### config.mk
export PLATFORM = sky130hd
export DESIGN_NAME = store_execution
export DESIGN_NICKNAME = d
export VERILOG_FILES = /design/src/rtl/store_execution.sv
export SDC_FILE = /design/constraint.sdc
export NUM_CORES = 1
export LEC_CHECK = 0
export ABC_AREA = 1
export CORE_AREA = 2 2 188 190
export DETAILED_ROUTE_END_ITERATION = 16
export DIE_AREA = 0 0 190 192
export PLACE_DENSITY = 0.75
export SETUP_SLACK_MARGIN = 0.3
export SYNTH_ARGS = -nofsm -noshare
export SYNTH_HDL_FRONTEND = slang
export SYNTH_SLANG_ARGS = --single-unit
### constraint.sdc
create_clock -name clk -period 2.6 [get_ports clk]
set_clock_uncertainty 0.15 [all_clocks]
set_input_delay 0.78 -clock clk [delete_from_list [all_inputs] [get_ports clk]]
set_output_delay 0.78 -clock clk [all_outputs]
set_load 0.01 [all_outputs]
### src/rtl/store_execution.sv
// STORE_V execution: fetches vector tiles from the buffer controller and writes them
// element by element to DRAM from a latched base address.
module store_execution #(
  parameter int DATA_WIDTH = 8,
  parameter int TILE_WIDTH = 256,
  parameter int TILE_ELEMS = TILE_WIDTH / DATA_WIDTH,
  parameter int ADDR_WIDTH = 24
) (
  input  logic                                           clk,
  input  logic                                           rst,
  input  logic                                           start,
  input  logic [4:0]                                     opcode,
  input  logic [4:0]                                     src_buffer_id,
  input  logic [9:0]                                     length,
  input  logic [ADDR_WIDTH-1:0]                          addr,
  output logic                                           done,
  output logic                                           busy,
  output logic                                           vec_read_enable,
  output logic [4:0]                                     vec_read_buffer_id,
  input  logic signed [TILE_ELEMS-1:0][DATA_WIDTH-1:0]   vec_read_tile,
  input  logic                                           vec_read_valid,
  output logic                                           mem_we,
  output logic [ADDR_WIDTH-1:0]                          mem_addr,
  output logic [DATA_WIDTH-1:0]                          mem_wdata,
  input  logic                                           mem_ready,
  output logic [2:0]                                     state_dbg
);

  localparam int         IDX_WIDTH  = $clog2(TILE_ELEMS);
  localparam logic [4:0] OP_STORE_V = 5'h03;

  typedef enum logic [2:0] {
    IDLE      = 3'd0,
    REQ_TILE  = 3'd1,
    WAIT_TILE = 3'd2,
    WRITE     = 3'd3,
    COMPLETE  = 3'd4
  } state_t;

  state_t                               state, state_next;
  logic [4:0]                           buffer_id_q;
  logic [9:0]                           len_q;
  logic [9:0]                           elem_count;
  logic [9:0]                           count_inc;
  logic [ADDR_WIDTH-1:0]                base_q;
  logic [IDX_WIDTH-1:0]                 idx;
  logic [TILE_ELEMS-1:0][DATA_WIDTH-1:0] tile_q;
  logic                                 last_in_tile;

  assign count_inc    = elem_count + 10'd1;
  assign last_in_tile = (idx == IDX_WIDTH'(TILE_ELEMS - 1));

  always_comb begin
    state_next = state;
    case (state)
      IDLE: begin
        if (start) begin
          if (opcode == OP_STORE_V && length != 10'd0) state_next = REQ_TILE;
          else                                         state_next = COMPLETE;
        end
      end
      REQ_TILE:  state_next = WAIT_TILE;
      WAIT_TILE: if (vec_read_valid) state_next = WRITE;
      WRITE: begin
        // The length check wins, so a partial last tile never triggers another fetch.
        if (mem_ready) begin
          if (count_inc == len_q) state_next = COMPLETE;
          else if (last_in_tile)  state_next = REQ_TILE;
        end
      end
      COMPLETE:  state_next = IDLE;
      default:   state_next = IDLE;
    endcase
  end

  always_ff @(posedge clk) begin
    if (!rst) begin
      state       <= IDLE;
      buffer_id_q <= '0;
      len_q       <= '0;
      base_q      <= '0;
      elem_count  <= '0;
      idx         <= '0;
      tile_q      <= '0;
    end else begin
      state <= state_next;
      case (state)
        IDLE: begin
          if (start) begin
            buffer_id_q <= src_buffer_id;
            len_q       <= length;
            base_q      <= addr;
            elem_count  <= '0;
            idx         <= '0;
          end
        end
        WAIT_TILE: begin
          if (vec_read_valid) begin
            tile_q <= vec_read_tile;
            idx    <= '0;
          end
        end
        WRITE: begin
          if (mem_ready) begin
            elem_count <= count_inc;
            idx        <= idx + IDX_WIDTH'(1);
          end
        end
        default: ;
      endcase
    end
  end

  // Write handshake: a beat transfers on a cycle where mem_we && mem_ready; while mem_we is
  // high and mem_ready low, mem_addr/mem_wdata hold because they depend only on registers.
  assign busy               = (state != IDLE);
  assign done               = (state == COMPLETE);
  assign vec_read_enable    = (state == REQ_TILE);
  assign vec_read_buffer_id = buffer_id_q;
  assign mem_we             = (state == WRITE);
  assign mem_addr           = (state == WRITE) ? base_q + ADDR_WIDTH'(elem_count) : '0;
  assign mem_wdata          = (state == WRITE) ? tile_q[idx] : '0;
  assign state_dbg          = state;

endmodule
# --- Yosys cells after proc, flatten, opt, wreduce, memory -nomap -nowiden ---
# Cells that the tools add are included.
word_totals:
  reg_bits: 313
  latchBits: 0
  ramBits: 0
  romBits: 0
  inputBits: 305
  output_inout_bits: 44
  elab_cells: 82
  memories: 0
classes:
  n_addsub: 3
  n_mul: 0
  div_mod_pow: 0
  magnitude_cmp: 1
  n_eq_ne: 11
  shift: 0
  n_mux: 18
  n_bitwise: 0
  reduce_logical: 11
ops:
  columns: ["operator", "count"]
  rows:
  - ["$bmux 8 s5", 1]
  - ["$add 24x10->24", 1]
  - ["$mux 24", 1]
  - ["$mux 10", 2]
  - ["$pmux 10 s2", 1]
  - ["$mux 3", 6]
  - ["$mux 8", 2]
  - ["$mux 5", 3]
  - ["$pmux 5 s3", 1]
  - ["$pmux 3 s4", 1]
  - ["$add 10x1->10 const B", 1]
  - ["$eq 10x10->1", 1]
  - ["$reduce_bool 10->1", 1]
  - ["$reduce_and 4->1", 2]
  - ["$eq 3x2->1 const B", 2]
  - ["$lt 5x6->1 const B", 1]
  - ["$reduce_bool 3->1", 2]
  - ["$add 5x1->5 const B", 1]
  - ["$eq 5x2->1 const B", 1]
  - ["$eq 5x5->1 const B", 1]
  - ["$ne 2x2->1 const B", 2]
  - ["$reduce_and 2->1", 2]
  - ["$eq 3x1->1 const B", 1]
  - ["$eq 3x3->1 const B", 1]
  - ["6 further kinds", 6]

# --- Depth between registers and ports, before layout ---
depth:
  ltp_word: 5
  ltp_mapped: 15
  mapped_depth_nobuf: 15

# --- Worst setup path after synthesis ---
# No wires, ideal clock.
synth_timing:
  path_kind: "reg-to-output"
  start: "register elem_count[0]"
  end: "output port mem_addr[16]"
  t_arrival_ns: 1.864
  required_time_ns: 1.670
  slack_ns: -0.194
  stages_incl_launch_ff: 12
  path_buffers: 0
  path_cell_list: "dfxtp_1 -> ha_1 -> fa_1 -> nand3_1 -> nand3_1 -> a21oi_1 -> inv_1 -> nand2_1 -> a21boi_1 -> nand2_1 -> o21ai_1 -> nor2_1"
synth_via:
  elab_chain_cells: 2
synth_rtl:
  columns: ["item", "line", "source"]
  rows:
  - ["start: declaration", "43", "logic [9:0] elem_count;"]
  - ["start signal: assignment", "105", "elem_count <= count_inc;"]
  - ["$add 24x10->24", "121", "assign mem_addr = (state == WRITE) ? base_q + ADDR_WIDTH'(elem_count) : '0;"]
  - ["$mux 24", "121", null]
  - ["end: declaration", "23", "output logic [ADDR_WIDTH-1:0] mem_addr,"]
# No other way between the ends.

# --- Final worst setup path ---
layout_timing:
  start: "register base_q[0]"
  end: "output port mem_addr[6]"
layout_via:
  elab_chain_cells: 2
layout_rtl:
  columns: ["item", "line", "source"]
  rows:
  - ["start: declaration", "45", "logic [ADDR_WIDTH-1:0] base_q;"]
  - ["start signal: assignment", "92", "base_q <= addr;"]
  - ["$add 24x10->24", "121", null]
  - ["$mux 24", "121", null]
# No other way between the ends.

==> results.py <==
metrics = {
    "placement": {
        "dp.final_hpwl_mm": 38.8,
        "preCtsSetupSlack_ps": -672,
        "gpl.final_weighted_congestion": 0.905,
        "port-buffer-count": 348,
    },
    "floorplanning": {
        "die_w_um": 190,
        "fp-row-count": 68,
        "core_area_um2": 34300,
        "ios": 349,
        "die_area_um2": 36500,
        "start_util": 0.428,
        "die_boundary_height_um": 192,
    },
    "logic_synthesis": {
        "synth-seq-area-share": 0.427,
        "netlist_area_um2": 14700,
        "leading_register_cell_type_out_of_synthesis": "dfxtp_1",
        "post_synth_num_cell_types": 38,
        "synth.yosys.warnings": 0,
        "syn-instance-count": 2102,
        "synth.ff_latch_count": 313,
        "synth.avg_cell_area_um2": 6.98,
        "asyncSetResetFlopFracSynth": 0,
        "mappedNetlistNets": 2421,
        "synth_edf_count": 0,
    },
    "layout": {
        "mostFrequentLayoutCells": "411 x a21oi_1, 302 x clkdlybuf4s50_1, 297 x nand2_1",
        "layout.nets": 2873,
        "post_route_cells_drive_above_1_share": 0.203,
        "combined_area_of_the_multi_input_logic_cells_um2": 7950,
        "final_common_cell": "a21oi_1",
        "layout-area-overhead-vs-synth_pct": 52.7,
        "area_occupied_by_registers_um2": 6310,
        "fill_cells": 2834,
    },
    "cts": {
        "htreeDepth": 2,
        "tritoncts_buffers": 36,
        "insertion_delay_ps": 530,
        "cts_max_path_buffers": 3,
        "cts.hold.buffers_added": 0,
        "clock-root-buffer": "clkbuf_16",
        "path_clk_slew_ps": 60,
        "cts.sinks": 313,
        "cts_tree": "done",
    },
    "worst_setup_path": {
        "crit_type": "reg -> out",
        "critical_path.endpoint_type": "output pin",
        "worst-r2r-setup-slack_ps": 390,
        "path_cells": "ha_4 -> fa_2 -> nand3_2 -> nand3_4 -> buf_6 -> buf_6 -> a21oi_4 -> o21ai_2 -> o21ai_2 -> a21oi_2 -> buf_2",
        "critical_path_peak_fanout": 2,
        "largest_stage_delay_worst_path_ps": 370,
        "cp-start-kind": "register",
        "critical_path_s_slowest_cell": "fa_2",
        "required_ps": 1670,
        "worst_ep_arrival_time_ps": 2340,
    },
    "run": {
        "maxCapViolCount": 0,
    },
    "sta": {
        "post-route-min-period_ps": 3270,
        "max-slew-margin-rel": 0.512,
        "hold_slack_ps": 302,
        "fmax_mhz": 306,
        "hold_violations": 0,
        "postLayoutSetupSlackWorst_ps": -668,
        "period_share": 1.26,
        "finalSetupViolCount": 31,
        "setup_repair_after_global_routing_missed_its_margin": "true",
        "timing_worst_slew_pin_value_ps": 732,
        "timing_max_transition_violations_final": 0,
    },
    "global_route": {
        "gr-usage-all-layers": 0.292,
        "globalRouteOverflowTotal": 0,
        "vias_in_the_first_global_route": 16113,
        "grt_max_degree": 145,
        "grt_first_pass_wirelength_mm": 84.5,
        "grt_antenna_before_repair": 3,
    },
    "run_status": {
        "outcome": "complete, but fails checks",
        "violations": "negative setup slack",
    },
    "route": {
        "drt-initial-drc-count": 1317,
        "routed_wire_length_per_instance_um": 18.4,
        "postRouteAntennaNets": 0,
        "firstDrtPassIters": 5,
        "drt-total-wl_mm": 55.9,
        "route.vias.total": 16556,
        "drt-vias-per-instance": 5.45,
        "drc": 0,
    },
    "min_path": {
        "worst_hold_path_type": "reg -> reg",
    },
    "pwr": {
        "cellLeakagePower_uw": 0.00816,
        "total_power_uw": 18100,
        "ir_worst_vdd_mv": 0.932,
        "power_density_nw_per_um2": 809,
    },
}
registers in the layout (all words and copies together), names as in the netlist:
register,flops
tile_q,256
base_q,24
elem_count,10
len_q,10
idx,5
vec_read_buffer_id,5
state_dbg,3
through the flow:
step / util / cell area, µm² / std cells / TNS (ps)
3_3_place_gp: 0.580 / 19900 / 2932 / -11990
6_report: 0.653 / 22400 / 3038 / -16730
5_1_grt: 0.653 / 22400 / 3036 / -18990
3_5_place_dp: 0.580 / 19900 / 2932 / -13100
2_1_floorplan: - / 14900 / 2102 / -31.4
4_1_cts: 0.638 / 21900 / 3024 / -17180
critical path: cells and delay by family (launching register included):
kind | cells | cell delay, ps
buffers and inverters | 3 | 390
AND/OR/NAND/NOR | 2 | 190
flip-flops | 1 | 340
adder cells (fa/ha/maj) | 2 | 530
AO/OA/AOI/OAI | 4 | 370
metal layers:
| metal | global-route usage | part of all wire |
|---|---|---|
| met3 | 0.0521 | 0.076 |
| met5 | 0 | 0 |
| met4 | 0.112 | 0.037 |
| met2 | 0.501 | 0.48 |
| met1 | 0.366 | 0.41 |
worst paths after layout:
kind,start,cells past startpoint,endpoint
hold / removal,tile_q[111]$_SDFFE_PN0P_,2,tile_q[111]$_SDFFE_PN0P_
setup reg to reg,elem_count[1]$_SDFFE_PN0P_,14,state_dbg[0]$_SDFFE_PN0P_
setup / recovery,base_q[0]$_SDFFE_PN0P_,11,mem_addr[6]
hold reg to reg,tile_q[111]$_SDFFE_PN0P_,2,tile_q[111]$_SDFFE_PN0P_
timing repair:
item                                    in CTS  in global routing
hold endpoints to repair                     0                  0
endpoints found under the setup margin      45                 40
cloned                                       7                  1
setup buffers                               21                 10
pin swaps                                   48                 51
resized for setup                          340                136
logic make-up after synthesis:
group / synth area share
compound gates: 0.269
simple gates: 0.196
xor+xnor: 0.00239
buf+inv: 0.0925
fa+ha+maj: 0.0125
flops: 0.427
Yosys cell counts, types with 4 or more instances:
library cell / instances / share of area
a21oi_1: 451 / 0.15
buf_1: 8 / 0.0020
buf_2: 43 / 0.015
buf_4: 8 / 0.0041
clkbuf_1: 111 / 0.028
clkinv_1: 4 / 0.0010
dfxtp_1: 313 / 0.43
ha_1: 13 / 0.011
inv_1: 159 / 0.041
inv_2: 6 / 0.0015
nand2_1: 314 / 0.080
nand3_1: 253 / 0.086
nand4_1: 6 / 0.0026
nor2_1: 61 / 0.016
nor3_1: 9 / 0.0031
o21ai_0: 291 / 0.099
o22ai_1: 16 / 0.0068
where the power goes:
group / switching [µW] / internal, µW
sequential: 401 / 5620
clock: 2040 / 2940
combinational: 4090 / 3030
layout make-up:
class	count	area share
Timing Repair inverter	1	0.000279
Clock buffer	49	0.0433
Clock inverter	15	0.00849
Antenna cell	3	0.000335
Tap cell	455	0.0254
Inverter	169	0.0297
Sequential cell	313	0.282
Timing Repair Buffer	583	0.256
Multi-Input combinational cell	1450	0.355
Power figures use the tool's default switching activity.
